<file path="src/rtl/fifo_pkg.sv">
// Shared types for the FIFO read-side blocks.
// Holds the default word width, read FSM states and the word type.
package fifo_pkg;

  localparam int DATA_W_DEF = 8;

  typedef enum logic [1:0] {
    IDLE,
    STREAM,
    DRAIN
  } rd_state_e;

  typedef logic [DATA_W_DEF-1:0] fifo_word_t;

endpackage

</file>
<file path="src/rtl/rd_skid_buf.sv">
// Small circular store between the FIFO read port and the stream.
// Ports: clk, rst_n, push/din in, pop in, head/occ out.
module rd_skid_buf
  import fifo_pkg::*;
#(
  parameter int DATA_W = DATA_W_DEF,
  parameter int DEPTH  = 4,
  localparam int AW    = $clog2(DEPTH)
) (
  input  logic              clk,
  input  logic              rst_n,
  input  logic              push,
  input  logic [DATA_W-1:0] din,
  input  logic              pop,
  output logic [DATA_W-1:0] head,
  output logic [AW:0]       occ
);

  logic [DATA_W-1:0] mem [DEPTH];
  logic [AW-1:0]     wr_ptr;
  logic [AW-1:0]     rd_ptr;
  logic [AW:0]       cnt;

  // Pointers wrap naturally because DEPTH is a power of two.
  always_ff @(posedge clk or negedge rst_n) begin
    if (!rst_n) begin
      wr_ptr <= '0;
      rd_ptr <= '0;
      cnt    <= '0;
      for (int i = 0; i < DEPTH; i++) begin
        mem[i] <= '0;
      end
    end else begin
      if (push) begin
        mem[wr_ptr] <= din;
        wr_ptr      <= wr_ptr + 1'b1;
      end
      if (pop) begin
        rd_ptr <= rd_ptr + 1'b1;
      end
      unique case ({push, pop})
        2'b10:   cnt <= cnt + 1'b1;
        2'b01:   cnt <= cnt - 1'b1;
        default: cnt <= cnt;
      endcase
    end
  end

  assign head = mem[rd_ptr];
  assign occ  = cnt;

endmodule

</file>
<file path="src/rtl/fifo_rd_engine.sv">
// Read-side FIFO consumer: fetch control, skid store, framed stream.
// Ports: FIFO read port, valid/ready stream, word_cnt, stall_err.
module fifo_rd_engine
  import fifo_pkg::*;
#(
  parameter int DATA_W      = DATA_W_DEF,
  parameter int BUF_DEPTH   = 4,
  parameter int BURST_LEN   = 16,
  parameter int TIMEOUT_CYC = 64
) (
  input  logic              rd_clk,
  input  logic              rd_rst,
  input  logic              enable,
  input  logic              clear,
  input  logic              fifo_empty,
  input  logic [DATA_W-1:0] fifo_rd_data,
  output logic              fifo_rd_en,
  output logic              m_valid,
  output logic [DATA_W-1:0] m_data,
  output logic              m_last,
  input  logic              m_ready,
  output logic              busy,
  output logic [15:0]       word_cnt,
  output logic              stall_err
);

  localparam int OW = $clog2(BUF_DEPTH) + 1;
  localparam int BW = (BURST_LEN > 1) ? $clog2(BURST_LEN) : 1;
  localparam int TW = $clog2(TIMEOUT_CYC + 1);

  localparam logic [BW-1:0] BP_LAST = BW'(BURST_LEN - 1);
  localparam logic [TW-1:0] WD_LAST = TW'(TIMEOUT_CYC - 1);
  localparam logic [TW-1:0] WD_MAX  = TW'(TIMEOUT_CYC);
  localparam logic [OW:0]   OCC_LIM = (OW + 1)'(BUF_DEPTH);

  rd_state_e         state;
  rd_state_e         nxt;
  logic              inflight;
  logic              xfer;
  logic              wd_run;
  logic [OW-1:0]     occ;
  logic [OW:0]       pend;
  logic [DATA_W-1:0] head;
  logic [BW-1:0]     burst_pos;
  logic [TW-1:0]     wd_cnt;

  rd_skid_buf #(
    .DATA_W (DATA_W),
    .DEPTH  (BUF_DEPTH)
  ) u_buf (
    .clk   (rd_clk),
    .rst_n (rd_rst),
    .push  (inflight),
    .din   (fifo_rd_data),
    .pop   (xfer),
    .head  (head),
    .occ   (occ)
  );

  // Reserve store space for the word already on its way.
  assign pend = {1'b0, occ} + {{OW{1'b0}}, inflight};

  assign fifo_rd_en = enable && !fifo_empty &&
                      (state == STREAM) && (pend < OCC_LIM);

  assign m_valid = (occ != '0);
  assign xfer    = m_valid && m_ready;
  assign m_data  = m_valid ? head : '0;
  assign m_last  = m_valid && (burst_pos == BP_LAST);
  assign busy    = (state != IDLE);

  assign wd_run = (state == STREAM) && (burst_pos != '0) && !xfer;

  always_ff @(posedge rd_clk or negedge rd_rst) begin
    if (!rd_rst) begin
      state <= IDLE;
    end else begin
      state <= nxt;
    end
  end

  always_comb begin
    nxt = state;
    unique case (state)
      IDLE: begin
        if (enable) nxt = STREAM;
      end
      STREAM: begin
        if (!enable) nxt = DRAIN;
      end
      DRAIN: begin
        if (enable) begin
          nxt = STREAM;
        end else if (occ == '0 && !inflight) begin
          nxt = IDLE;
        end
      end
      default: nxt = IDLE;
    endcase
  end

  // Read data arrives exactly one cycle after the pop request.
  always_ff @(posedge rd_clk or negedge rd_rst) begin
    if (!rd_rst) begin
      inflight <= 1'b0;
    end else begin
      inflight <= fifo_rd_en;
    end
  end

  always_ff @(posedge rd_clk or negedge rd_rst) begin
    if (!rd_rst) begin
      word_cnt  <= '0;
      burst_pos <= '0;
      wd_cnt    <= '0;
      stall_err <= 1'b0;
    end else if (clear) begin
      word_cnt  <= '0;
      burst_pos <= '0;
      wd_cnt    <= '0;
      stall_err <= 1'b0;
    end else begin
      if (xfer) begin
        word_cnt  <= word_cnt + 16'd1;
        burst_pos <= (burst_pos == BP_LAST) ? '0 : burst_pos + 1'b1;
        wd_cnt    <= '0;
      end else if (wd_run) begin
        if (wd_cnt == WD_LAST) stall_err <= 1'b1;
        if (wd_cnt != WD_MAX) wd_cnt <= wd_cnt + 1'b1;
      end else begin
        wd_cnt <= '0;
      end
    end
  end

endmodule
</file>
<file path="config.mk">
export PLATFORM = sky130hd
export DESIGN_NAME = fifo_rd_engine
export DESIGN_NICKNAME = d
export VERILOG_FILES = /design/src/rtl/fifo_pkg.sv /design/src/rtl/rd_skid_buf.sv /design/src/rtl/fifo_rd_engine.sv
export SDC_FILE = /design/constraint.sdc
export NUM_CORES = 1
export LEC_CHECK = 0
export CAP_MARGIN = 30
export CORE_MARGIN = 2
export CORE_UTILIZATION = 45
export DETAILED_ROUTE_END_ITERATION = 8
export PLACE_DENSITY = 0.72
export REMOVE_ABC_BUFFERS = 1
export SYNTH_ARGS = -nofsm -noshare
export SYNTH_HDL_FRONTEND = slang
export SYNTH_HIERARCHICAL = 1
export SYNTH_SLANG_ARGS = --single-unit
</file>
<file path="constraint.sdc">
create_clock -name rd_clk -period 2.6 [get_ports rd_clk]
set_input_delay 0.39 -clock rd_clk [delete_from_list [all_inputs] [get_ports rd_clk]]
set_output_delay 0.39 -clock rd_clk [all_outputs]
set_load 0.005 [all_outputs]
</file>
==> impl_metrics.yaml <==
power_and_ir_drop:
  p_comb_share_pct: 33.1
  p_leak_uw: 0.001710
  power_density_nw_per_um2: 912.3
  ir_drop_uv: 712.3
  p_total_uw: 3784
  pwr-share-seq_pct: 43.3
  power_switching_uw: 1132
  swShare_pct: 29.92
  pwr-share-clk_pct: 23.6
  p_int_uw: 2652
outcome:
  outcome: "complete, no violations"
grt:
  antenna_found_initial: 0
  grt_max_degree: 54
  grt_usage_pct: 16.75
  grt_pass1_wl_mm: 11.04
  grt_pass1_vias: 2303
  grt-ovfl-total: 0
final_layout:
  n_fill_cell: 653
  instances_no_fill: 439
  final_nets: 360
  antennaDiodeCount: 0
  multi_input_area_um2: 1551
  drive_above_1_share_pct: 21.76
  regArea_um2: 1752
  final_util_pct: 56.88
  syn_to_final_growth_pct: 22.37
setup_path:
  ff2ff_path_depth: 8
  critPathLaunchType: "register"
  path_cells: "buf_4 > mux4_2 > and2_1 > clkdlybuf4s50_1"
  slowest_stage: "mux4_2"
  required_ns: 2.21
  cp_max_fo: 10
  ff2ff_setup_slack_ns: 0.63
  worstReg2RegEnd: "u_buf/occ[2]"
  path_buf_inv: 2
  reg2reg_from: "u_buf/occ[0]"
  crit_family: "buffers and inverters"
  crit_path_max_incr_delay_ns: 0.54
  crit_start: "u_buf/rd_ptr[0]"
  critPathCaptureType: "primary output"
  worst-path-stages: 4
  crit_type: "register to primary output"
  arrival_ns: 2.04
  timing.critical_path.to: "m_data[2]"
clock_network:
  cts_tree: "built"
  clock_path_buffers: 2
  cts_root_buffer: "clkbuf_8"
  cts.clk_slew.worst_paths_ns: 0.08
  htree_num_levels: 3
  cts_sinks: 70
  cts_buffers: 9
  clkLatencyLatePin_ns: 0.34
timing:
  period_share_pct: 93.37
  skew_ns: 0.007482
  max_slew_margin_pct: 66.86
  setup_viol: 0
  finalCriticalPeriod_ns: 2.428
  setup_ws_ns: 0.1723
  drv_slew: 0
  fmax_mhz: 411.9
  worstMarginPinSlew_ns: 0.4972
  fin_tns_setup_ns: 0
  finalHoldViolCount: 0
  rsz0062_at_grt: "no"
placement:
  pre_cts_ws_ns: 0.2184
  place_inst: 422
  portBuffers: 42
  gp_congestion: 0.7963
  dp_hpwl_mm: 4.413
die:
  die_y_um: 90.79
  rows: 31
  core-area_um2: 7292
  dieArea_um2: 8243
  die_x_um: 90.79
  io_pins: 43
  start_util_pct: 46.48
synthesis:
  synth.most_common_cell: "dfrtp_1"
  yosysUniqueCellTypes: 39
  synth.ff_latch_count: 70
  synth.top_cell.area_share_pct: 51.68
  synth_edf_count: 0
  async_flop_share_pct: 100.0
  yosys-top-cells-area: "dfrtp_1 (52%), mux2_2 (12%), mux4_2 (5.3%)"
  synth_common_cells: "dfrtp_1 (70), mux2_2 (35), nor2_1 (27)"
  syn-instance-count: 285
  syn_avg_cell_area_um2: 11.89
  ys_warn_count: 6
  ys.flop_type: "dfrtp_1"
  yosys.area.top_type: "dfrtp_1"
  synthesis.area_um2: 3390
  ys_seq_area_share_pct: 51.68
routing:
  drc_errors: 0
  wl_per_cell_um: 14.57
  ant_nets: 0
  drt-initial-drc-count: 80
  first_pass_iters: 4
  detail_route.vias_per_cell: 5.212
  routed_wl_mm: 6.395
  vias: 2288
run:
  drv_cap: 0
worst_hold_path:
  hold_path.class: "register to register"
  hp-start: "state[1]"
  min_path_cells: 1
==> power by group through the flow <==
stage	clock (uW)	combinational [uW]	sequential (uW)
5_1_grt	976	1380	1680
6_report	892	1250	1640
3_3_place_gp	0	1220	1640
3_5_place_dp	0	1260	1650
4_1_cts	928	1270	1630
2_1_floorplan	0	761	1610
==> stage by stage <==
step | cell area (um2) | hold WS [ns]
floorplan | 3347 | 0.09441
global placement | 3929 | 0.3529
detailed placement | 3929 | 0.3535
CTS | 4143 | 0.4913
global route | 4148 | 0.5240
finish | 4148 | 0.4963
==> flip-flops by register name (all words and copies together), names as in the netlist <==
| signal | flops |
|---|---|
| state | 2 |
| word_cnt | 16 |
| wd_cnt | 7 |
| u_buf/rd_ptr | 2 |
| inflight | 1 |
| u_buf/occ | 3 |
| u_buf/wr_ptr | 2 |
| stall_err | 1 |
| u_buf/mem | 32 |
| burst_pos | 4 |
==> layout by cell type (no fill, tap or decap), types with 5 or more instances in the layout <==
cell	synthesis	routed
xor2_1	9	9
dfrtp_1	70	70
nand2_1	16	16
nor2_1	27	27
mux4_2	8	8
nor3_1	5	5
clkbuf_8	0	9
ha_1	10	10
and2_1	8	8
o21ai_0	5	5
a21oi_1	10	10
nor2b_1	6	6
nand3_1	9	9
mux2_2	35	35
inv_1	12	12
xnor2_1	12	12
clkdlybuf4s50_1	0	41
==> cell families after synthesis <==
kind of cell,Yosys count,share of synthesized area (%)
AND/OR/NAND/NOR,97,14.62
flip-flops,70,51.68
multiplexers,45,17.53
XOR/XNOR,21,5.426
buffers and inverters,21,2.694
AO/OA/AOI/OAI,20,3.765
adder cells (fa/ha/maj),11,4.282
==> worst min path at each step <==
stage,end,slack [ns]
finish,state[0],0.50
global route,state[0],0.52
CTS,state[0],0.49
detailed placement,word_cnt[5],0.35
global placement,word_cnt[5],0.35
floorplan,burst_pos[0],0.09
==> cell type report <==
class                      count  area share [%]
clock inverter                 7           1.931
inverter                      13           1.176
sequential                    70           42.23
tap                           99           2.986
timing repair buffer          47           11.28
clock buffer                   9           2.986
multi-input combinational    194           37.41
==> metal layers <==
layer,global-route usage (%),wire length (um),vias up
li1,-,-,1087
met1,21.19,2946,1141
met2,28.48,3187,58
met3,4.591,259,2
met4,4.419,2,0
met5,0,0,-
==> what timing repair did <==
item,in CTS,in global routing
endpoints found under the hold margin,17,0
hold buffers,1,0
resized for setup,0,1
endpoints found under the setup margin,0,1
buffers inserted,0,0
Note: power is estimated with default switching activity, not from simulation.
